[src/rtl/rvfi_imem_arbiter_if.sv]
// Bundle of both requester fetch ports and the shared instruction-memory port.
// The arbiter connects through the slave modport and the requester/memory side through master.
interface rvfi_imem_arbiter_if #(
  parameter int ADDR_W = 32
);
  logic              r0_req;
  logic [ADDR_W-1:0] r0_addr;
  logic              r0_gnt;
  logic              r0_rvalid;
  logic [31:0]       r0_rdata;
  logic              r1_req;
  logic [ADDR_W-1:0] r1_addr;
  logic              r1_gnt;
  logic              r1_rvalid;
  logic [31:0]       r1_rdata;
  logic              mem_req;
  logic [ADDR_W-1:0] mem_addr;
  logic              mem_gnt;
  logic              mem_rvalid;
  logic [31:0]       mem_rdata;
  logic              timeout_err;

  modport slave (
    input  r0_req, r0_addr, r1_req, r1_addr, mem_gnt, mem_rvalid, mem_rdata,
    output r0_gnt, r0_rvalid, r0_rdata, r1_gnt, r1_rvalid, r1_rdata,
    output mem_req, mem_addr, timeout_err
  );

  modport master (
    output r0_req, r0_addr, r1_req, r1_addr, mem_gnt, mem_rvalid, mem_rdata,
    input  r0_gnt, r0_rvalid, r0_rdata, r1_gnt, r1_rvalid, r1_rdata,
    input  mem_req, mem_addr, timeout_err
  );
endinterface

[src/rtl/rvfi_imem_arbiter.sv]
// Round-robin arbiter sharing one instruction-memory port between two requesters, one transaction in flight.
// Define RVFI_IMEM_ARBITER_TIMEOUT_EN to build the ISSUE/WAIT timeout counter and sticky timeout_err.
module rvfi_imem_arbiter #(
  parameter int ADDR_W  = 32,
  parameter int TIMEOUT = 15
) (
  input logic                clock,
  input logic                reset,
  rvfi_imem_arbiter_if.slave bus
);

  // IDLE: arbitrate, grant combinationally | ISSUE: mem_req held until mem_gnt | WAIT: awaiting mem_rvalid
  typedef enum logic [1:0] {IDLE, ISSUE, WAIT} state_t;

  state_t            state_q, state_d;
  logic              last_q;
  logic              owner_q;
  logic              sel;
  logic              grant;
  logic              resp;
  logic              timeout_hit;
  logic              mem_req_q;
  logic [ADDR_W-1:0] addr_q;
  logic              r0_rvalid_q, r1_rvalid_q;
  logic [31:0]       r0_rdata_q, r1_rdata_q;

  if (TIMEOUT < 1) begin : g_timeout_check
    $error("rvfi_imem_arbiter: TIMEOUT must be at least 1");
  end

  always_comb begin
    state_d = state_q;
    grant   = 1'b0;
    resp    = 1'b0;
    if (bus.r0_req && bus.r1_req) sel = ~last_q;
    else                          sel = bus.r1_req;
    case (state_q)
      IDLE: begin
        if ((bus.r0_req || bus.r1_req) && !reset) begin
          grant   = 1'b1;
          state_d = ISSUE;
        end
      end
      ISSUE: if (bus.mem_gnt) state_d = WAIT;
      WAIT: begin
        if (bus.mem_rvalid) begin
          resp    = 1'b1;
          state_d = IDLE;
        end
      end
      default: state_d = IDLE;
    endcase
    if (timeout_hit) state_d = IDLE;
  end

  always_ff @(posedge clock) begin
    if (reset) begin
      state_q     <= IDLE;
      last_q      <= 1'b1;
      owner_q     <= 1'b0;
      mem_req_q   <= 1'b0;
      addr_q      <= '0;
      r0_rvalid_q <= 1'b0;
      r1_rvalid_q <= 1'b0;
      r0_rdata_q  <= '0;
      r1_rdata_q  <= '0;
    end else begin
      state_q     <= state_d;
      mem_req_q   <= (state_d == ISSUE);
      r0_rvalid_q <= resp && !owner_q;
      r1_rvalid_q <= resp && owner_q;
      if (grant) begin
        last_q  <= sel;
        owner_q <= sel;
        addr_q  <= sel ? bus.r1_addr : bus.r0_addr;
      end
      if (resp && !owner_q) r0_rdata_q <= bus.mem_rdata;
      if (resp && owner_q)  r1_rdata_q <= bus.mem_rdata;
    end
  end

  assign bus.r0_gnt    = grant & ~sel;
  assign bus.r1_gnt    = grant & sel;
  assign bus.mem_req   = mem_req_q;
  assign bus.mem_addr  = addr_q;
  assign bus.r0_rvalid = r0_rvalid_q;
  assign bus.r1_rvalid = r1_rvalid_q;
  assign bus.r0_rdata  = r0_rdata_q;
  assign bus.r1_rdata  = r1_rdata_q;

`ifdef RVFI_IMEM_ARBITER_TIMEOUT_EN
  localparam int CNT_W = $clog2(TIMEOUT + 1);

  logic [CNT_W-1:0] cnt_q;
  logic             err_q;

  // A response arriving on the last allowed WAIT cycle still completes normally.
  assign timeout_hit = ((state_q == ISSUE) || ((state_q == WAIT) && !bus.mem_rvalid))
                       && (cnt_q == CNT_W'(TIMEOUT - 1));

  always_ff @(posedge clock) begin
    if (reset) begin
      cnt_q <= '0;
      err_q <= 1'b0;
    end else begin
      if (grant)                 cnt_q <= '0;
      else if (state_q != IDLE)  cnt_q <= cnt_q + 1'b1;
      if (timeout_hit)           err_q <= 1'b1;
    end
  end

  assign bus.timeout_err = err_q;
`else
  assign timeout_hit     = 1'b0;
  assign bus.timeout_err = 1'b0;
`endif

endmodule

[src/flat_wrapper.sv]
// flat-port wrapper written by rule: the top's interface ports become plain ports
module rvfi_imem_arbiter_flat 
#(
  parameter int ADDR_W  = 32,
  parameter int TIMEOUT = 15
)
  (clock, reset, bus_r0_req, bus_r0_addr, bus_r1_req, bus_r1_addr, bus_mem_gnt, bus_mem_rvalid, bus_mem_rdata, bus_r0_gnt, bus_r0_rvalid, bus_r0_rdata, bus_r1_gnt, bus_r1_rvalid, bus_r1_rdata, bus_mem_req, bus_mem_addr, bus_timeout_err);
  rvfi_imem_arbiter_if #(.ADDR_W(ADDR_W)) bus_i ();
  input logic clock;
  input logic reset;
  input wire logic [$bits(bus_i.r0_req)-1:0] bus_r0_req;
  input wire logic [$bits(bus_i.r0_addr)-1:0] bus_r0_addr;
  input wire logic [$bits(bus_i.r1_req)-1:0] bus_r1_req;
  input wire logic [$bits(bus_i.r1_addr)-1:0] bus_r1_addr;
  input wire logic [$bits(bus_i.mem_gnt)-1:0] bus_mem_gnt;
  input wire logic [$bits(bus_i.mem_rvalid)-1:0] bus_mem_rvalid;
  input wire logic [$bits(bus_i.mem_rdata)-1:0] bus_mem_rdata;
  output wire logic [$bits(bus_i.r0_gnt)-1:0] bus_r0_gnt;
  output wire logic [$bits(bus_i.r0_rvalid)-1:0] bus_r0_rvalid;
  output wire logic [$bits(bus_i.r0_rdata)-1:0] bus_r0_rdata;
  output wire logic [$bits(bus_i.r1_gnt)-1:0] bus_r1_gnt;
  output wire logic [$bits(bus_i.r1_rvalid)-1:0] bus_r1_rvalid;
  output wire logic [$bits(bus_i.r1_rdata)-1:0] bus_r1_rdata;
  output wire logic [$bits(bus_i.mem_req)-1:0] bus_mem_req;
  output wire logic [$bits(bus_i.mem_addr)-1:0] bus_mem_addr;
  output wire logic [$bits(bus_i.timeout_err)-1:0] bus_timeout_err;
  assign bus_i.r0_req = bus_r0_req;
  assign bus_i.r0_addr = bus_r0_addr;
  assign bus_i.r1_req = bus_r1_req;
  assign bus_i.r1_addr = bus_r1_addr;
  assign bus_i.mem_gnt = bus_mem_gnt;
  assign bus_i.mem_rvalid = bus_mem_rvalid;
  assign bus_i.mem_rdata = bus_mem_rdata;
  assign bus_r0_gnt = bus_i.r0_gnt;
  assign bus_r0_rvalid = bus_i.r0_rvalid;
  assign bus_r0_rdata = bus_i.r0_rdata;
  assign bus_r1_gnt = bus_i.r1_gnt;
  assign bus_r1_rvalid = bus_i.r1_rvalid;
  assign bus_r1_rdata = bus_i.r1_rdata;
  assign bus_mem_req = bus_i.mem_req;
  assign bus_mem_addr = bus_i.mem_addr;
  assign bus_timeout_err = bus_i.timeout_err;
  rvfi_imem_arbiter #(.ADDR_W(ADDR_W), .TIMEOUT(TIMEOUT)) u_core (.clock(clock), .reset(reset), .bus(bus_i));
endmodule
[config.mk]
export PLATFORM = sky130hd
export DESIGN_NAME = rvfi_imem_arbiter_flat
export DESIGN_NICKNAME = d
export VERILOG_FILES = /design/src/rtl/rvfi_imem_arbiter_if.sv /design/src/rtl/rvfi_imem_arbiter.sv /design/src/flat_wrapper.sv
export SDC_FILE = /design/constraint.sdc
export NUM_CORES = 1
export LEC_CHECK = 0
export ABC_AREA = 1
export CAP_MARGIN = 20
export CORE_MARGIN = 5
export CORE_UTILIZATION = 41
export DETAILED_ROUTE_END_ITERATION = 8
export PLACE_DENSITY = 0.81
export SYNTH_ARGS = -nofsm -noshare
export SYNTH_HDL_FRONTEND = slang
export SYNTH_SLANG_ARGS = --single-unit
[constraint.sdc]
create_clock -name clock -period 2 [get_ports clock]
set_input_delay 0.6 -clock clock [delete_from_list [all_inputs] [get_ports clock]]
set_output_delay 0.6 -clock clock [all_outputs]
set_load 0.005 [all_outputs]
Yosys cells after proc, flatten, opt, wreduce, memory -nomap -nowiden. Index checks and enable logic that the tools add are counted.

Equality and inequality tests: 3. Reductions and logical operators: 8. Mux-type cells: 10. Bitwise logic cells: 4.

Operators with widths (number): 32-bit 2-to-1 mux (1); 2-bit 2-to-1 mux (3); 2-bit one-hot mux with 3 select lines (1); 1-bit 2-to-1 mux (5); 2-bit by 1-bit == test with 1-bit output, second input constant (2); 1-bit logical AND (4); 1-bit bitwise AND (2); 2-bit == test, second input constant (1); 1-bit zero test (2); 2-bit zero test (1); 1-bit inverter (2); 1-bit logical OR (1).

Flip-flop bits (word level): 103. Input port bits: 102.

Depth between registers and ports, before layout. Gate-level depths: netlist of run 1.

Word-level depth: 5. Mapped depth: 7. Mapped depth without buffers: 6.

Worst setup path before layout of run 1. No wires, ideal clock.

Path type: input to output. Start: input reset. End: output bus_r1_gnt. Path slack: 71 ps. Arrival: 1329 ps. Cell stages on the path: 7. Path buffers: 2. Cell sequence: buf_4 inv_2 nand2_1 nor2_4 buf_4 nand2_1 inv_1.

Cells in the longest elaborated chain, start to end: 5.

RTL lines: from (decl) (line flat_wrapper.sv:10) `input logic reset;`; 1-bit zero test (line rvfi_imem_arbiter.sv:39) `if ((bus.r0_req || bus.r1_req) && !reset) begin`; 1-bit logical AND (line rvfi_imem_arbiter.sv:39); 1-bit 2-to-1 mux (line rvfi_imem_arbiter.sv:39); 1-bit 2-to-1 mux (line rvfi_imem_arbiter.sv:37) `case (state_q)`; 1-bit bitwise AND (line rvfi_imem_arbiter.sv:83) `assign bus.r1_gnt = grant & sel;`; to (decl) (line flat_wrapper.sv:21) `output wire logic [$bits(bus_i.r1_gnt)-1:0] bus_r1_gnt;`.

Every way passes these cells.

Worst setup path in the final report of run 1.
Start: input bus_r1_req. End: output bus_r1_gnt.

Cells in the longest elaborated chain, start to end: 5.

RTL lines: from (decl) (line flat_wrapper.sv:13) `input wire logic [$bits(bus_i.r1_req)-1:0] bus_r1_req;`; 1-bit logical OR (line rvfi_imem_arbiter.sv:39); 1-bit logical AND (line rvfi_imem_arbiter.sv:39); 1-bit 2-to-1 mux (line rvfi_imem_arbiter.sv:39); 1-bit 2-to-1 mux (line rvfi_imem_arbiter.sv:37); 1-bit bitwise AND * (line rvfi_imem_arbiter.sv:83).

Every way passes the cells marked *; elsewhere a longest branch is shown, timed or not.

==> impl_metrics.tcl, run 1 <==
set metrics [dict create \
    result_of_the_run "finished, final reports clean" \
    p_leak_nw 2.46 \
    layout.core_utilization 0.660 \
    grt_max_degree 67 \
    floorplan.core_area_um2 9860 \
    final-max-slew-violation-count 0 \
    cts.sink_count 103 \
    clock_latency_ns 0.35 \
    cts.htree.levels 3 \
    timing.setup.critical_path_class "in2out" \
    rows 36 \
    die_x_um 111 \
    fraction_of_registers_with_async_set_or_reset_after_synthesis 0 \
    routed_via_density 4.98 \
    worst_pin_slew_ns 0.683 \
    cp_max_fanout 3 \
    worst_flop_to_flop_path_startpoint "u_core.last_q" \
    grt_pass1_wl_mm 21.9 \
    mappedNetlistArea_um2 4180 \
    syn-num-nets 669 \
    switching_power_mw 1.06 \
    power.density_cell_area_nw_per_um2 637 \
    worst_path_largest_cell_delay_ns 0.25 \
    cts_inserted_buffers 9 \
    setup_viol 0 \
    avgSynthCellArea_um2 7.37 \
    clk_pin_slew_worst_paths_ns 0.09 \
    grt_antenna_before_repair 0 \
    r2r_setup_slack_ns 0.30 \
    pwr-share-comb 0.177 \
    placement.io_buffers 202 \
    cpLargestDelayFamily "buffers and inverters" \
    yosys_warnings 0 \
    critPathArrivalTime_ns 1.35 \
    post_synth_inst_count 567 \
    p_seq_frac 0.520 \
    clk_path_buf_depth 2 \
    endpoint_kind "output port" \
    achievable-frequency_ghz 0.514 \
    numPlacedInstances 875 \
    final_hold_viol_count 0 \
    track_usage 0.213 \
    peakVddDrop_mv 0.325 \
    floorplan.initialDensity 0.424 \
    hold_buffers 0 \
    place.detailed.hpwl_mm 10.2 \
    worstSetupStartpoint "bus_r1_req" \
    total_power_mw 4.15 \
    crit_path_start_kind "primary input" \
    cell_breakdown_of_the_critical_path "buf_2, buf_4, nand2_2, inv_1, nand2_1, inv_1, dlygate4sd2_1" \
    layout_commonest_cell "clkdlybuf4s50_1" \
    route.vias.total 4462 \
    switching_share 0.256 \
    drt_wl_cell_um 14.8 \
    ys_seq_elements 103 \
    drt_iter0_drc 248 \
    final_layout_size_suffix_gt1_frac 0.0813 \
    final.setup_skew_ns 0.0110 \
    antenna_cells 0 \
    crit_path_frequent_cell "inv_1" \
    detail-route-antenna-nets 0 \
    synthDistinctLibCells 18 \
    tritoncts "yes" \
    place_congestion 0.843 \
    route.final.wire_length_mm 13.3 \
    setup.worst_path.end "bus_r1_gnt" \
    i_o_pin_cnt 204 \
    area.growth.synth_to_final_pct 55.9 \
    grt_pass1_vias 4541 \
    die-height_um 111 \
    r2r.worst_path.cells 11 \
    clock_power_share 0.303 \
    worstPathRequired_ns 1.40 \
    hold_path.class "reg2reg" \
    cell_internal_pwr_mw 3.09 \
    grt-ovfl-total 0 \
    worst_r2r_endpoint "u_core.bus.mem_addr[26]" \
    synth_edf_count 0 \
    layout.cells.non_filler 896 \
    worstPathBufferInverterCount 5 \
    max-cap-violations 0 \
    synthFlopType "dfxtp_1" \
    worst-path-stages 7 \
    setup_repair_after_global_routing_missed_its_margin "yes" \
    worst_case_headroom_to_the_max_slew_limit 0.545 \
    fillers 832 \
    post-route-min-period_ns 1.95 \
    drc_errors 0 \
    drt-pass1-iter-count 5 \
    layout_common_cells "clkdlybuf4s50_1, nand2_1, dfxtp_1" \
    ctsRootBufferMaster "clkbuf_8" \
    final_net_count 861 \
    final_min_period_over_clock_period 0.973 \
    synth_seq_area_share 0.493 \
    die-area_um2 12300 \
    cpMaxStageDelayCell "dlygate4sd2_1" \
]
## cells by family after synthesis
family	share of synthesized area
flip-flops	0.493
buffers and inverters	0.0650
AO/OA/AOI/OAI	0.124
AND/OR/NAND/NOR	0.316
other	0.000897
## metal layers
layer  vias to the layer above  GRT usage  share of wire
li1                       2240          -              -
met5                         -          0              0
met2                       217      0.359           0.48
met1                      1976      0.241           0.38
met4                         0     0.0805          0.029
met3                        29     0.0868           0.11
## state kept, by name (all words and copies together), names as in the netlist
name	count
u_core.bus.r1_rvalid	1
u_core.bus.r0_rvalid	1
u_core.state_q	2
u_core.bus.r0_rdata	32
u_core.owner_q	1
u_core.bus.r1_rdata	32
u_core.bus.mem_addr	32
u_core.last_q	1
u_core.bus.mem_req	1
## area by class of cell
type,instances,area [µm²],share of cell area
repair buffers,229,2230,0.342
flip-flops and latches,103,2060,0.316
multi-input cells,410,1850,0.284
well taps,133,166,0.0255
clock buffers,9,124,0.0190
clock inverters,6,61.3,0.00941
inverters,6,22.5,0.00346
## repair_timing
action / in CTS / in global routing
endpoints found under the setup margin: 2 / 14
gates cloned: 0 / 0
buffers inserted: 9 / 0
gates resized for setup: 11 / 3
pin swaps: 2 / 0
## tightest hold or removal path, delay by kind of cell (launching register included)
family / cells / cell delay (ns)
flops: 1 / 0.32
simple gates: 1 / 0.06
compound gates: 1 / 0.05
## power by group through the flow
stage	logic (mW)	registers, mW	clock network [mW]
global placement	0.709	2.20	0
finish	0.734	2.16	1.26
detailed placement	0.720	2.20	0
CTS	0.739	2.16	1.30
global route	0.812	2.17	1.39
floorplan	0.312	2.20	0
## through the flow
| stage | area, µm² | setup WS (ns) | hold WS (ns) | TNS (ns) |
|---|---|---|---|---|
| after global routing | 6520 | -0.0254 | 0.488 | -0.0254 |
| after detailed placement | 6300 | -0.655 | 0.456 | -2.18 |
| after floorplan | 4180 | 0.0709 | 0.442 | 0 |
| after global placement | 6300 | -0.645 | 0.449 | -1.40 |
| after CTS | 6530 | 0.0124 | 0.469 | 0 |
| final | 6520 | 0.0536 | 0.468 | 0 |
## synth_stat cells, types with 2 or more instances
master	n	share of area
nor2_4	3	0.0081
a21oi_2	5	0.010
nor2_1	70	0.063
buf_4	13	0.023
nand3_1	35	0.042
dfxtp_1	103	0.49
nand2_2	2	0.0030
nand4_1	32	0.048
inv_1	3	0.0027
clkbuf_1	19	0.017
inv_2	3	0.0027
buf_2	16	0.019
nand2_1	165	0.15
o21ai_0	33	0.040
a21oi_1	62	0.074
## worst min-delay path by stage
| stage | startpoint | end | slack, ns | cells after the start |
|---|---|---|---|---|
| 2_1_floorplan | u_core.last_q | u_core.last_q | 0.44 | 2 |
| 3_3_place_gp | u_core.bus.r1_rdata[25] | u_core.bus.r1_rdata[25] | 0.45 | 2 |
| 3_5_place_dp | u_core.bus.mem_addr[25] | u_core.bus.mem_addr[25] | 0.46 | 2 |
| 4_1_cts | u_core.bus.mem_addr[28] | u_core.bus.mem_addr[28] | 0.47 | 2 |
| 5_1_grt | u_core.bus.mem_addr[24] | u_core.bus.mem_addr[24] | 0.49 | 2 |
| 6_report | u_core.bus.mem_addr[10] | u_core.bus.mem_addr[10] | 0.47 | 2 |
Note: power is estimated with default switching activity, not from simulation.
==> run 2, diff against run 1 <==
--- a/config.mk
+++ b/config.mk
@@ -7,7 +7,6 @@
 export LEC_CHECK = 0
 export ABC_AREA = 1
 export CAP_MARGIN = 20
-export CORE_MARGIN = 5
 export CORE_UTILIZATION = 41
 export DETAILED_ROUTE_END_ITERATION = 8
 export PLACE_DENSITY = 0.81
==> run 2 against run 1 <==
  * Clock skew decreased by 0.0017 ns
  * First-iteration DRC count is 44% lower
  * Via count grew 1.7%
  * Global-route usage grew 2.7 points
  * Non-clock buffer count down 4
  * Worst hold slack worse by 0.00081 ns
  * Final cell count fell by 0.33%
  * Clock-buffer cell count up 1
  * Utilization grew 0.54 points
  * Sequential cell count unchanged
  * Die area shrank 14%
  * Sequential power about the same
==> impl_metrics.tcl, run 2 (synthesis results as in run 1) <==
set metrics [dict create \
    result_of_the_run "finished, final reports clean" \
    setup_viol 0 \
    numPlacedInstances 876 \
    drt_iter0_drc 140 \
    drt_wl_cell_um 14.4 \
    tritoncts "yes" \
    peakVddDrop_mv 0.358 \
    track_usage 0.240 \
    clock_latency_ns 0.36 \
    clk_path_buf_depth 2 \
    drt-pass1-iter-count 5 \
    hold_buffers 0 \
    final_net_count 857 \
    ctsRootBufferMaster "clkbuf_8" \
    hold_path.class "reg2reg" \
    fin_setup_tns_ns 0 \
    final_hold_viol_count 0 \
    final_min_period_over_clock_period 0.933 \
    whs_ns 0.467 \
    routed_via_density 5.08 \
    worstSetupStartpoint "u_core.bus.mem_addr[9]" \
    clk_pin_slew_worst_paths_ns 0.09 \
    placement.io_buffers 202 \
    post-route-cell-area_um2 6540 \
    layout_commonest_cell "clkdlybuf4s50_1" \
    cts.sink_count 103 \
    detail-route-antenna-nets 0 \
    setup_slack_after_layout_ns 0.134 \
    p_leak_nw 2.45 \
    max-cap-violations 0 \
    floorplan.initialDensity 0.426 \
    achievable-frequency_ghz 0.536 \
    final-max-slew-violation-count 0 \
    power.density_cell_area_nw_per_um2 663 \
    final.setup_skew_ns 0.00937 \
    grt_antenna_before_repair 0 \
    worst_flop_to_flop_path_startpoint "u_core.state_q[1]" \
    total_power_mw 4.33 \
    endpoint_kind "output port" \
    critPathArrivalTime_ns 1.27 \
    route.final.wire_length_mm 12.9 \
    dp_slack_ns -0.706 \
    worst_path_largest_cell_delay_ns 0.57 \
    grt_pass1_vias 4245 \
    place_congestion 0.872 \
    cts_inserted_buffers 9 \
    final_layout_size_suffix_gt1_frac 0.0868 \
    floorplan.core_area_um2 9820 \
    post-route-min-period_ns 1.87 \
    area.growth.synth_to_final_pct 56.5 \
    min_from "u_core.bus.mem_addr[1]" \
    layout_common_cells "clkdlybuf4s50_1, nand2_1, dfxtp_1" \
    grt-ovfl-total 0 \
    worstPathRequired_ns 1.40 \
    worst_case_headroom_to_the_max_slew_limit 0.515 \
    cts.htree.levels 3 \
    die-height_um 103 \
    route.vias.total 4537 \
    worst_pin_slew_ns 0.728 \
    i_o_pin_cnt 204 \
    cpLargestDelayFamily "buffers and inverters" \
    layout.core_utilization 0.666 \
    setup_repair_after_global_routing_missed_its_margin "no" \
    placed_area_um2 6300 \
    die_x_um 103 \
    die-area_um2 10600 \
    rows 36 \
    place.detailed.hpwl_mm 9.51 \
    cell_breakdown_of_the_critical_path "clkdlybuf4s50_1" \
    worstPathBufferInverterCount 1 \
    cpMaxStageDelayCell "clkdlybuf4s50_1" \
    grt_max_degree 67 \
    antenna_cells 0 \
    cp_max_fanout 2 \
    layout.cells.non_filler 893 \
    crit_path_start_kind "flop" \
    drc_errors 0 \
    timing.setup.critical_path_class "reg2out" \
    grt_pass1_wl_mm 19.6 \
]
[run 2: layer usage]
layer / vias to the layer above / wire, µm / GRT usage
li1: 2241 / - / -
met1: 2047 / 5190 / 0.270
met2: 218 / 6120 / 0.417
met3: 31 / 1160 / 0.0759
met4: 0 / 378 / 0.107
met5: - / 0 / 0
[run 2: area by class of cell]
| cell class | count | area, µm² |
|---|---|---|
| Fill cell | 857 | 3280 |
| Timing Repair Buffer | 225 | 2190 |
| Sequential cell | 103 | 2060 |
| Multi-Input combinational cell | 410 | 1860 |
| Tap cell | 133 | 166 |
| Clock buffer | 10 | 138 |
| Clock inverter | 6 | 90.1 |
| Inverter | 6 | 22.5 |
[run 2: where the power goes]
part,internal (mW),switching (mW),total [mW]
Clock,0.746,0.703,1.45
Combinational,0.391,0.334,0.725
Sequential,2.12,0.0438,2.16
[run 2: timing repair]
item,CTS,global route
setup buffers,1,1
resized for setup,16,8
endpoints found under the setup margin,2,2
pin swaps,1,3
[run 2: final timing paths]
path,end,slack [ns],cells past startpoint
hold reg to reg,u_core.bus.mem_addr[1],0.47,2
setup reg to reg,u_core.bus.r0_rdata[2],0.47,7
hold / removal,u_core.bus.mem_addr[1],0.47,2
setup / recovery,bus_mem_addr[9],0.13,1
